$ cat src/rtl/rotary_emulator.sv
// Quadrature rotary-encoder emulator. It turns valid/ready commands into full
// detent sequences on Rot_A/Rot_B, or push pulses on Rot_C, for the rotary decoder.
module rotary_emulator #(
  parameter int unsigned PHASE_CYCLES = 100,
  parameter int unsigned GAP_CYCLES   = 200,
  parameter int unsigned PRESS_CYCLES = 1
) (
  input  logic       Fg_CLK,
  input  logic       RESETn,
  input  logic       Cmd_Valid,
  input  logic [1:0] Cmd_Type,
  input  logic [7:0] Cmd_Count,
  output logic       Cmd_Ready,
  output logic       Rot_A,
  output logic       Rot_B,
  output logic       Rot_C,
  output logic       Done
);

  typedef enum logic [2:0] {
    S_IDLE, S_PH0, S_PH1, S_PH2, S_PH3, S_PRESS, S_GAP, S_NOP
  } state_e;

  localparam logic [15:0] P_LOAD = 16'(PHASE_CYCLES - 1);
  localparam logic [15:0] W_LOAD = 16'(PRESS_CYCLES - 1);
  localparam logic [15:0] G_LOAD = 16'(GAP_CYCLES - 1);
  // PH3 already spends one rest cycle, so the gap that follows a detent is one shorter.
  localparam logic [15:0] G3_LOAD = (GAP_CYCLES > 1) ? 16'(GAP_CYCLES - 2) : 16'd0;

  state_e      state_q, state_d;
  logic [15:0] cnt_q, cnt_d;
  logic [7:0]  rep_q, rep_d;
  logic        minus_q, minus_d;
  logic        press_q, press_d;
  logic        a_q, a_d, b_q, b_d, c_q, c_d;
  logic        done_q, done_d;
  logic        cnt_zero, start_rep, finish;

  // {A,B} after the given edge (0..3) of a detent.
  function automatic logic [1:0] detent_ab(input logic minus, input logic [1:0] idx);
    case (idx)
      2'd0:    detent_ab = minus ? 2'b01 : 2'b10;
      2'd1:    detent_ab = 2'b00;
      2'd2:    detent_ab = minus ? 2'b10 : 2'b01;
      default: detent_ab = 2'b11;
    endcase
  endfunction

  always_comb begin
    state_d   = state_q;
    cnt_d     = cnt_q;
    rep_d     = rep_q;
    minus_d   = minus_q;
    press_d   = press_q;
    a_d       = a_q;
    b_d       = b_q;
    c_d       = c_q;
    done_d    = 1'b0;
    start_rep = 1'b0;
    finish    = 1'b0;
    cnt_zero  = (cnt_q == 16'd0);

    unique case (state_q)
      S_IDLE: begin
        if (Cmd_Valid) begin
          if (Cmd_Type == 2'b11 || Cmd_Count == 8'd0) begin
            state_d = S_NOP;
          end else begin
            minus_d   = Cmd_Type[0];
            press_d   = Cmd_Type[1];
            rep_d     = Cmd_Count - 8'd1;
            start_rep = 1'b1;
          end
        end
      end
      S_PH0: begin
        if (cnt_zero) begin
          state_d    = S_PH1;
          cnt_d      = P_LOAD;
          {a_d, b_d} = detent_ab(minus_q, 2'd1);
        end else begin
          cnt_d = cnt_q - 16'd1;
        end
      end
      S_PH1: begin
        if (cnt_zero) begin
          state_d    = S_PH2;
          cnt_d      = P_LOAD;
          {a_d, b_d} = detent_ab(minus_q, 2'd2);
        end else begin
          cnt_d = cnt_q - 16'd1;
        end
      end
      S_PH2: begin
        if (cnt_zero) begin
          state_d    = S_PH3;
          cnt_d      = 16'd0;
          {a_d, b_d} = detent_ab(minus_q, 2'd3);
        end else begin
          cnt_d = cnt_q - 16'd1;
        end
      end
      S_PH3: begin
        if (GAP_CYCLES > 1) begin
          state_d = S_GAP;
          cnt_d   = G3_LOAD;
        end else begin
          finish = 1'b1;
        end
      end
      S_PRESS: begin
        if (cnt_zero) begin
          state_d = S_GAP;
          cnt_d   = G_LOAD;
          c_d     = 1'b0;
        end else begin
          cnt_d = cnt_q - 16'd1;
        end
      end
      S_GAP: begin
        if (cnt_zero) finish = 1'b1;
        else          cnt_d  = cnt_q - 16'd1;
      end
      S_NOP: begin
        state_d = S_IDLE;
        done_d  = 1'b1;
      end
      default: state_d = S_IDLE;
    endcase

    if (finish) begin
      if (rep_q == 8'd0) begin
        state_d = S_IDLE;
        cnt_d   = 16'd0;
        done_d  = 1'b1;
      end else begin
        rep_d     = rep_q - 8'd1;
        start_rep = 1'b1;
      end
    end

    // The first pin edge of every repetition lands on the edge that starts it.
    if (start_rep) begin
      if (press_d) begin
        state_d = S_PRESS;
        cnt_d   = W_LOAD;
        c_d     = 1'b1;
      end else begin
        state_d    = S_PH0;
        cnt_d      = P_LOAD;
        {a_d, b_d} = detent_ab(minus_d, 2'd0);
      end
    end
  end

  always_ff @(posedge Fg_CLK) begin
    if (!RESETn) begin
      state_q <= S_IDLE;
      cnt_q   <= 16'd0;
      rep_q   <= 8'd0;
      minus_q <= 1'b0;
      press_q <= 1'b0;
      a_q     <= 1'b1;
      b_q     <= 1'b1;
      c_q     <= 1'b0;
      done_q  <= 1'b0;
    end else begin
      state_q <= state_d;
      cnt_q   <= cnt_d;
      rep_q   <= rep_d;
      minus_q <= minus_d;
      press_q <= press_d;
      a_q     <= a_d;
      b_q     <= b_d;
      c_q     <= c_d;
      done_q  <= done_d;
    end
  end

  assign Cmd_Ready = (state_q == S_IDLE);
  assign Rot_A     = a_q;
  assign Rot_B     = b_q;
  assign Rot_C     = c_q;
  assign Done      = done_q;

endmodule
$ cat config.mk
export PLATFORM = sky130hd
export DESIGN_NAME = rotary_emulator
export DESIGN_NICKNAME = d
export VERILOG_FILES = /design/src/rtl/rotary_emulator.sv
export SDC_FILE = /design/constraint.sdc
export NUM_CORES = 1
export LEC_CHECK = 0
export CAP_MARGIN = 10
export CORE_MARGIN = 10
export CORE_UTILIZATION = 60
export CTS_BUF_LIST = sky130_fd_sc_hd__clkbuf_8
export DETAILED_ROUTE_END_ITERATION = 16
export PLACE_DENSITY = 0.91
export SKIP_LAST_GASP = 1
export SYNTH_ARGS = -nofsm -noshare
export SYNTH_HDL_FRONTEND = slang
export SYNTH_SLANG_ARGS = --single-unit
$ cat constraint.sdc
create_clock -name Fg_CLK -period 3.2 [get_ports Fg_CLK]
set_input_delay 0.96 -clock Fg_CLK [delete_from_list [all_inputs] [get_ports Fg_CLK]]
set_output_delay 0.96 -clock Fg_CLK [all_outputs]
set_load 0.01 [all_outputs]
==> results of run 1 <==
[cells in the final DEF (no fill, tap or decap), types with 7 or more instances in the layout]
| cell type | instances |
|---|---|
| nor4_1 | 10 |
| inv_1 | 16 |
| nor3_1 | 21 |
| o211ai_1 | 7 |
| dfxtp_1 | 33 |
| nor2_1 | 27 |
| clkdlybuf4s50_1 | 17 |
| or3_1 | 9 |
| a21oi_1 | 28 |
| o21ai_0 | 15 |
| nand2_1 | 27 |
| buf_4 | 29 |
[worst max path at each step]
stage	endpoint	cells past startpoint	slack [ns]	from
after global placement	Rot_B$_SDFF_PN1_	8	-0.11	Cmd_Count[0]
after global routing	rep_q[5]$_SDFF_PN0_	10	0.03	Cmd_Count[0]
after floorplan	Rot_B$_SDFF_PN1_	7	0.27	Cmd_Count[0]
after CTS	cnt_q[7]$_SDFF_PP0_	9	0.06	Cmd_Count[0]
after detailed placement	cnt_q[7]$_SDFF_PP0_	9	-0.23	Cmd_Count[0]
final	Rot_B$_SDFF_PN1_	8	0.12	Cmd_Count[0]
[state kept, by name, indices dropped and copies added, names as in the netlist]
| name | flops |
|---|---|
| Done | 1 |
| state_q | 3 |
| Rot_C | 1 |
| press_q | 1 |
| minus_q | 1 |
| Rot_A | 1 |
| cnt_q | 16 |
| rep_q | 8 |
| Rot_B | 1 |
[report_power, final]
part	internal (uW)	switching, uW
Combinational	807	1170
Clock	167	153
Sequential	537	154
[synthesized netlist by cell type (all sizes together) (2+ instances only)]
cell type | number | area share, %
o221ai | 4 | 1.5
or4b | 3 | 1.3
inv | 15 | 2.5
o32a | 3 | 1.3
and3 | 6 | 1.6
a22oi | 2 | 0.66
a21boi | 5 | 1.6
a32oi | 3 | 1.1
dfxtp | 33 | 29
nor4 | 13 | 4.4
o211ai | 7 | 2.3
nor3 | 21 | 4.6
nor4b | 2 | 0.77
nand4 | 2 | 0.55
a21oi | 28 | 6.1
o311ai | 3 | 1.1
a221oi | 2 | 0.77
nor2 | 27 | 4.4
a311oi | 2 | 0.77
o31a | 2 | 0.77
or4 | 5 | 1.8
a2bb2oi | 4 | 1.5
a31oi | 2 | 0.55
nand2 | 27 | 4.4
or3 | 9 | 2.5
mux2i | 5 | 2.2
nand3 | 5 | 1.1
o21ai | 16 | 3.5
ha | 5 | 2.7
o22ai | 3 | 0.82
o31ai | 3 | 0.98
clkbuf | 11 | 1.8
buf | 5 | 1.3
xor2 | 2 | 0.77
xnor2 | 5 | 1.9
[logic make-up (layout without fill, tap and decap cells)]
family / count (synthesis) / after routing / synth area share (%)
xor gates and xnor gates: 7 / 7 / 2.68
adders and majority gates: 6 / 6 / 3.17
AOI/OAI and AO/OA: 98 / 98 / 28.9
DFF: 33 / 33 / 28.9
muxes: 5 / 5 / 2.19
buffers and inverters: 32 / 69 / 5.69
and+or+nand+nor: 123 / 123 / 28.5
[worst register-to-register path, stage by stage (launching register included)]
cell and delay [ns]:
dfxtp_1 0.36, inv_1 0.10, ha_1 0.19, or4b_1 0.58, nor4_2 0.38, inv_1 0.24
ha_1 0.33, nor2_1 0.04, or3_1 0.29, o221ai_1 0.07, o21ai_0 0.10
[per-layer routing]
metal	wire length, um	GRT usage [%]
met5	0	0
met3	598	4.48
met4	396	12.9
met1	2680	26.1
met2	3380	36.4
[area by class of cell]
cell class              instances  area share [%]
clock buffers                   6            2.99
clock inverters                 1           0.136
inverters                      16            2.17
multi-input cells             239            54.6
flip-flops and latches         33            23.9
well taps                      48            2.17
repair buffers                 46            14.0
[through the flow]
step / power (uW) / TNS, ns / hold WS [ns] / area (um^2)
after CTS: 2930 / 0 / 0.492 / 2750
after detailed placement: 2600 / -2.38 / 0.482 / 2670
after global placement: 2540 / -0.764 / 0.462 / 2670
after floorplan: 2000 / 0 / 0.441 / 2290
after global routing: 3230 / 0 / 0.517 / 2760
final: 2990 / 0 / 0.491 / 2760
==> summary.md, run 1 <==
| Metric | Value |
|---|---|
| Post-cts resize count | `0` |
| Arrival time worst endpoint | `~3.3 ns` |
| Total number of placement rows | `22` |
| Final period demand of the worst path | `roughly 3.1 ns` |
| Category of the most critical setup path | `in2reg` |
| Starting density of the core | `between 60% and 70%` |
| Total routed wirelength | `7.06 mm` |
| Final ANT Viol Nets | `0` |
| Number of distinct library cells after synthesis | `between 50 and 60` |
| Sequential fraction of the synthesis area | `28.9%` |
| Gate Count Post-Synth | `a little over 300` |
| Static Leakage | `~0.0011 uW` |
| CP max stage cell | `or4_4` |
| Top FF cell, synth | `dfxtp_1` |
| Post-detailed-route via-to-cell ratio | `around 7` |
| Remaining DRCs | `0` |
| Transition time of the tightest slew-check pin | `roughly 0.63 ns` |
| Largest net degree at the start of global routing | `23` |
| Crit Reg-Reg Endpoint | `cnt_q[0]$_SDFF_PN0_` |
| Required time reported for the critical path endpoint | `about 3.4 ns` |
| Status | `completed` |
| Depth of the worst register-to-register path | `10` |
| Post-synth net total | `~320` |
| Type of the tightest min-delay check | `reg2reg` |
| Fin worst setup slack | `about 0.12 ns` |
| R2R Path Start | `cnt_q[0]$_SDFF_PN0_` |
| Layout overhead on the synthesized area | `20.7%` |
| RePlAce Congestion | `just under 1` |
| Antenna Cells | `0` |
| Clock input transition at the sequential cells of the worst setup and hold paths | `0.07 ns` |
| Max-capacitance violation count | `0` |
| Maximum frequency from static timing analysis | `~320 MHz` |
| Worst Skew | `between 0.009 and 0.01 ns` |
| Setup WS pre-CTS | `-0.227 ns` |
| Clock insertion delay at the later pin of the skew report | `about 0.29 ns` |
| Area taken by flip-flops and latches | `about 660 um^2` |
| Count of pins over their slew limit | `0` |
| Floorplan Core Area | `roughly 3700 um^2` |
| Remaining max-slew budget at the tightest pin | `roughly 58%` |
| CTS H-tree lvls | `2` |
| Total congestion overflow | `0` |
| Buffer count from post-CTS setup fixing | `0` |
| Worst vdd rail ir drop | `approximately 0.45 mV` |
| Share of layout cells above drive strength 1 | `12.6%` |
| CTS tree | `done` |
| Vias in the first global route | `2601` |
| Startpoint of the lowest-slack hold path | `rep_q[0]$_SDFF_PN0_` |
| Number of buffers added to fix hold violations after cts | `0` |
| Number of clock sinks | `33` |
| Setup repair after global routing missed its margin | `no` |
| Per-instance average area after synthesis | `approximately 7.5 um^2` |
| I/O pin cnt | `18` |
| Detailed Routing Iterations Pass 1 | `7` |
| Routed length per instance | `18.2 um` |
| Kind of end point of the critical path | `flip-flop` |
| Netlist area before placement | `around 2300 um^2` |
| Final number of hold-violating endpoints | `0` |
| Die width | `just over 80 um` |
| Asr flop ratio synth | `0%` |
| First-pass GRT wire length | `between 10 and 15 mm` |
| Combined buffer and inverter count along the critical path | `2` |
| GRT Total Usage | `around 22%` |
| Slack of the worst reg-to-reg path | `around 0.42 ns` |
| Initial antenna violation count | `0` |
| Number of flip-flops and latches in the synthesized netlist | `33` |
| Total power divided by cell area | `1080 nW/um^2` |
| Clock buffer count from CTS | `5` |
| Clock tree root buffer cell | `clkbuf_8` |
| Sum of net half-perimeters after detailed placement | `slightly above 5 mm` |
| Worst hold endpoint | `rep_q[0]$_SDFF_PN0_` |
| Die height | `81.7 um` |
| Cell depth of the worst hold path | `2` |
| Cell count after placement | `~380` |
| Final core utilization | `75.4%` |
| Count of flip-flops with a built-in enable after synthesis | `0` |
| Buffer depth of the longest clock path | `2` |
| Vias | `2677` |
| Area of combinational cells with multiple inputs | `1510 um^2` |
| Ratio of final minimum period to clock period | `between 90 and 100%` |
| Full die area | `between 6000 and 7000 um^2` |
| CP top delay family | `simple AND/OR/NAND/NOR gates` |
| Starting DRC count in detailed routing | `~450` |
| Number of filler cells placed in the layout | `288` |
| Critical Path Max Stage Delay | `approximately 0.47 ns` |
| Count of final setup violators | `0` |
| Port Buffers | `17` |
| Post-layout nets | `359` |
| Critical-path cell list | `clkdlybuf4s50_1, inv_1, ha_1, or4b_1, or4_4, and3_1, or3_1, a2bb2oi_1` |
| Number of warning messages in the yosys log | `0` |
| Startpoint types | `primary input` |
| Maximum fanout count along the critical path | `4` |
| Non-Filler Instances | `~390` |
Note: power is estimated with default switching activity, not from simulation.
==> run 2, diff against run 1 <==
--- a/config.mk
+++ b/config.mk
@@ -10,7 +10,7 @@
 export CORE_UTILIZATION = 60
 export CTS_BUF_LIST = sky130_fd_sc_hd__clkbuf_8
 export DETAILED_ROUTE_END_ITERATION = 16
-export PLACE_DENSITY = 0.91
+export PLACE_DENSITY = 0.82
 export SKIP_LAST_GASP = 1
 export SYNTH_ARGS = -nofsm -noshare
 export SYNTH_HDL_FRONTEND = slang
==> summary.md, run 2 (synthesis results as in run 1) <==
| Metric | Value |
|---|---|
| Critical-path cell list | `clkdlybuf4s50_1, inv_1, ha_1, or4b_1, or4_4, and3_1, or3_1, a2bb2oi_1` |
| Initial antenna violation count | `0 (unchanged)` |
| Number of filler cells placed in the layout | `288 (unchanged)` |
| First-pass GRT wire length | `11.0 mm (-8.0%)` |
| Area after DPL | `2670 um^2 (unchanged)` |
| Largest register FFs | `16 (unchanged)` |
| Buffer depth of the longest clock path | `2 (unchanged)` |
| Full die area | `6680 um^2 (unchanged)` |
| Remaining DRCs | `0 (unchanged)` |
| Type of the tightest min-delay check | `reg2reg` |
| Final period demand of the worst path | `3.06 ns (-0.0213 ns)` |
| Clock input transition at the sequential cells of the worst setup and hold paths | `0.07 ns (about the same)` |
| Sequential Power Share | `23.7% (+0.6 points)` |
| CTS tree | `done` |
| Count of final setup violators | `0 (unchanged)` |
| Number of clock sinks | `33 (unchanged)` |
| Category of the most critical setup path | `in2reg` |
| Commonest non-fill, non-tap cell in the layout | `dfxtp_1` |
| RePlAce Congestion | `0.913 (-5.8%)` |
| Maximum frequency from static timing analysis | `327 MHz (+0.70%)` |
| Commonest non-fill, non-tap cells in the layout | `33 x dfxtp_1, 29 x buf_4, 28 x a21oi_1` |
| Clk pwr share | `10.8% (about the same)` |
| Cell depth of the worst hold path | `2 (unchanged)` |
| Switching portion of total power | `49.3% (-0.10 points)` |
| Clock tree root buffer cell | `clkbuf_8` |
| Final core utilization | `75.4% (unchanged)` |
| Post-detailed-route via-to-cell ratio | `6.75 (-1.9%)` |
| Port Buffers | `17 (unchanged)` |
| Count of pins over their slew limit | `0 (unchanged)` |
| Starting DRC count in detailed routing | `281 (-37%)` |
| Total congestion overflow | `0 (unchanged)` |
| Post-layout nets | `359 (unchanged)` |
| Final number of hold-violating endpoints | `0 (unchanged)` |
| Starting density of the core | `62.5% (unchanged)` |
| Antenna Cells | `0 (unchanged)` |
| Status | `completed` |
| Clock buffer count from CTS | `5 (unchanged)` |
| Internal cell power | `1520 uW (+0.30%)` |
| Routed length per instance | `17.1 um (-5.7%)` |
| Worst vdd rail ir drop | `0.526 mV (+18%)` |
| Static Leakage | `0.00106 uW (about the same)` |
| Sum of net half-perimeters after detailed placement | `4.81 mm (-4.8%)` |
| Die width | `81.7 um (unchanged)` |
| Kind of end point of the critical path | `flip-flop` |
| Final ANT Viol Nets | `0 (unchanged)` |
| Vias in the first global route | `2345 (-9.8%)` |
| Regs by FF count | `cnt_q x16, rep_q x8, state_q x3` |
| Final Instance Area | `2760 um^2 (unchanged)` |
| Transition time of the tightest slew-check pin | `0.610 ns (-0.0178 ns)` |
| Number of buffers added to fix hold violations after cts | `0 (unchanged)` |
| Register with the highest flop count | `cnt_q` |
| Share of layout cells above drive strength 1 | `12.6% (unchanged)` |
| CTS H-tree lvls | `2 (unchanged)` |
| Required time reported for the critical path endpoint | `3.38 ns (about the same)` |
| Total routed wirelength | `6.66 mm (-5.7%)` |
| CP max stage cell | `or4_4` |
| Depth of the worst register-to-register path | `10 (unchanged)` |
| Layout overhead on the synthesized area | `20.7% (unchanged)` |
| Setup repair after global routing missed its margin | `no` |
| Share of power burned in combinational logic | `65.5% (-0.7 points)` |
| Maximum fanout count along the critical path | `4 (unchanged)` |
| Combined buffer and inverter count along the critical path | `2 (unchanged)` |
| Path length in cells of the critical path | `8 (unchanged)` |
| Total power divided by cell area | `1080 nW/um^2 (about the same)` |
| Critical Path Max Stage Delay | `0.48 ns (about the same)` |
| Power spent charging and discharging nets | `1480 uW (-0.12%)` |
| Vias | `2626 (-1.9%)` |
| Startpoint types | `primary input` |
| Buffer count from post-CTS setup fixing | `0 (unchanged)` |
| Die height | `81.7 um (unchanged)` |
| GRT Total Usage | `20.2% (-1.9 points)` |
| Worst Skew | `0.0122 ns (+0.00304 ns)` |
| Clock insertion delay at the later pin of the skew report | `0.29 ns (about the same)` |
| I/O pin cnt | `18 (unchanged)` |
| Remaining max-slew budget at the tightest pin | `58.8% (+0.94 points)` |
| Total number of placement rows | `22 (unchanged)` |
| Max-capacitance violation count | `0 (unchanged)` |
| Arrival time worst endpoint | `3.24 ns (-0.02 ns)` |
| Ratio of final minimum period to clock period | `95.5% (-0.66 points)` |
| Floorplan Core Area | `3660 um^2 (unchanged)` |
| CP top delay family | `simple AND/OR/NAND/NOR gates` |
| Detailed Routing Iterations Pass 1 | `7 (unchanged)` |
| Largest net degree at the start of global routing | `23 (unchanged)` |
## run 2: path summary, 6_finish.rpt
path	startpoint	endpoint	slack, ns
worst min-delay path	cnt_q[10]$_SDFF_PP0_	cnt_q[10]$_SDFF_PP0_	0.48
worst min register to register	cnt_q[10]$_SDFF_PP0_	cnt_q[10]$_SDFF_PP0_	0.48
worst max register to register	cnt_q[0]$_SDFF_PN0_	cnt_q[0]$_SDFF_PN0_	0.52
worst max-delay path	Cmd_Count[0]	Rot_B$_SDFF_PN1_	0.14
## run 2: what timing repair did
action	in CTS	in global routing
hold endpoints to repair	0	0
setup endpoints to repair	0	5
gates resized for setup	0	2
## run 2: area by class of cell
type                    count  area (um^2)  area share, %
multi-input cells         239         1510           54.6
flip-flops and latches     33          661           23.9
repair buffers             46          388           14.0
clock buffers               6         82.6           2.99
well taps                  48         60.1           2.17
clock inverters             1         3.75          0.136
inverters                  16         60.1           2.17
## run 2: worst min-delay path, delay by kind of cell, from the launching register on
family | cells | cell delay [ns]
AOI/OAI and AO/OA | 1 | 0.05
DFF | 1 | 0.32
and+or+nand+nor | 1 | 0.06
## run 2: stage by stage
stage / setup slack (ns) / instances / power (uW) / TNS [ns] / hold slack (ns)
after floorplan: 0.265 / 304 / 2000 / 0 / 0.441
after global placement: -0.150 / 382 / 2560 / -0.819 / 0.464
after detailed placement: -0.227 / 382 / 2590 / -2.25 / 0.470
after CTS: 0.0742 / 389 / 2930 / 0 / 0.479
after global routing: 0.0224 / 389 / 3210 / 0 / 0.501
final: 0.144 / 389 / 2990 / 0 / 0.479
## run 2: metal layers
layer / routed length, um / global-route usage, % / vias up / part of all wire (%)
met5: 0 / 0 / - / 0
met4: 156 / 8.84 / 0 / 2.3
met3: 624 / 4.80 / 22 / 9.4
met2: 2990 / 31.7 / 168 / 45
met1: 2890 / 25.9 / 1202 / 43
li1: - / - / 1234 / -
## run 2: power by group through the flow
stage / registers [uW] / clock network [uW] / logic (uW)
2_1_floorplan: 639 / 0 / 1360
3_3_place_gp: 706 / 0 / 1850
3_5_place_dp: 711 / 0 / 1880
4_1_cts: 702 / 325 / 1900
5_1_grt: 730 / 347 / 2130
6_report: 708 / 325 / 1960
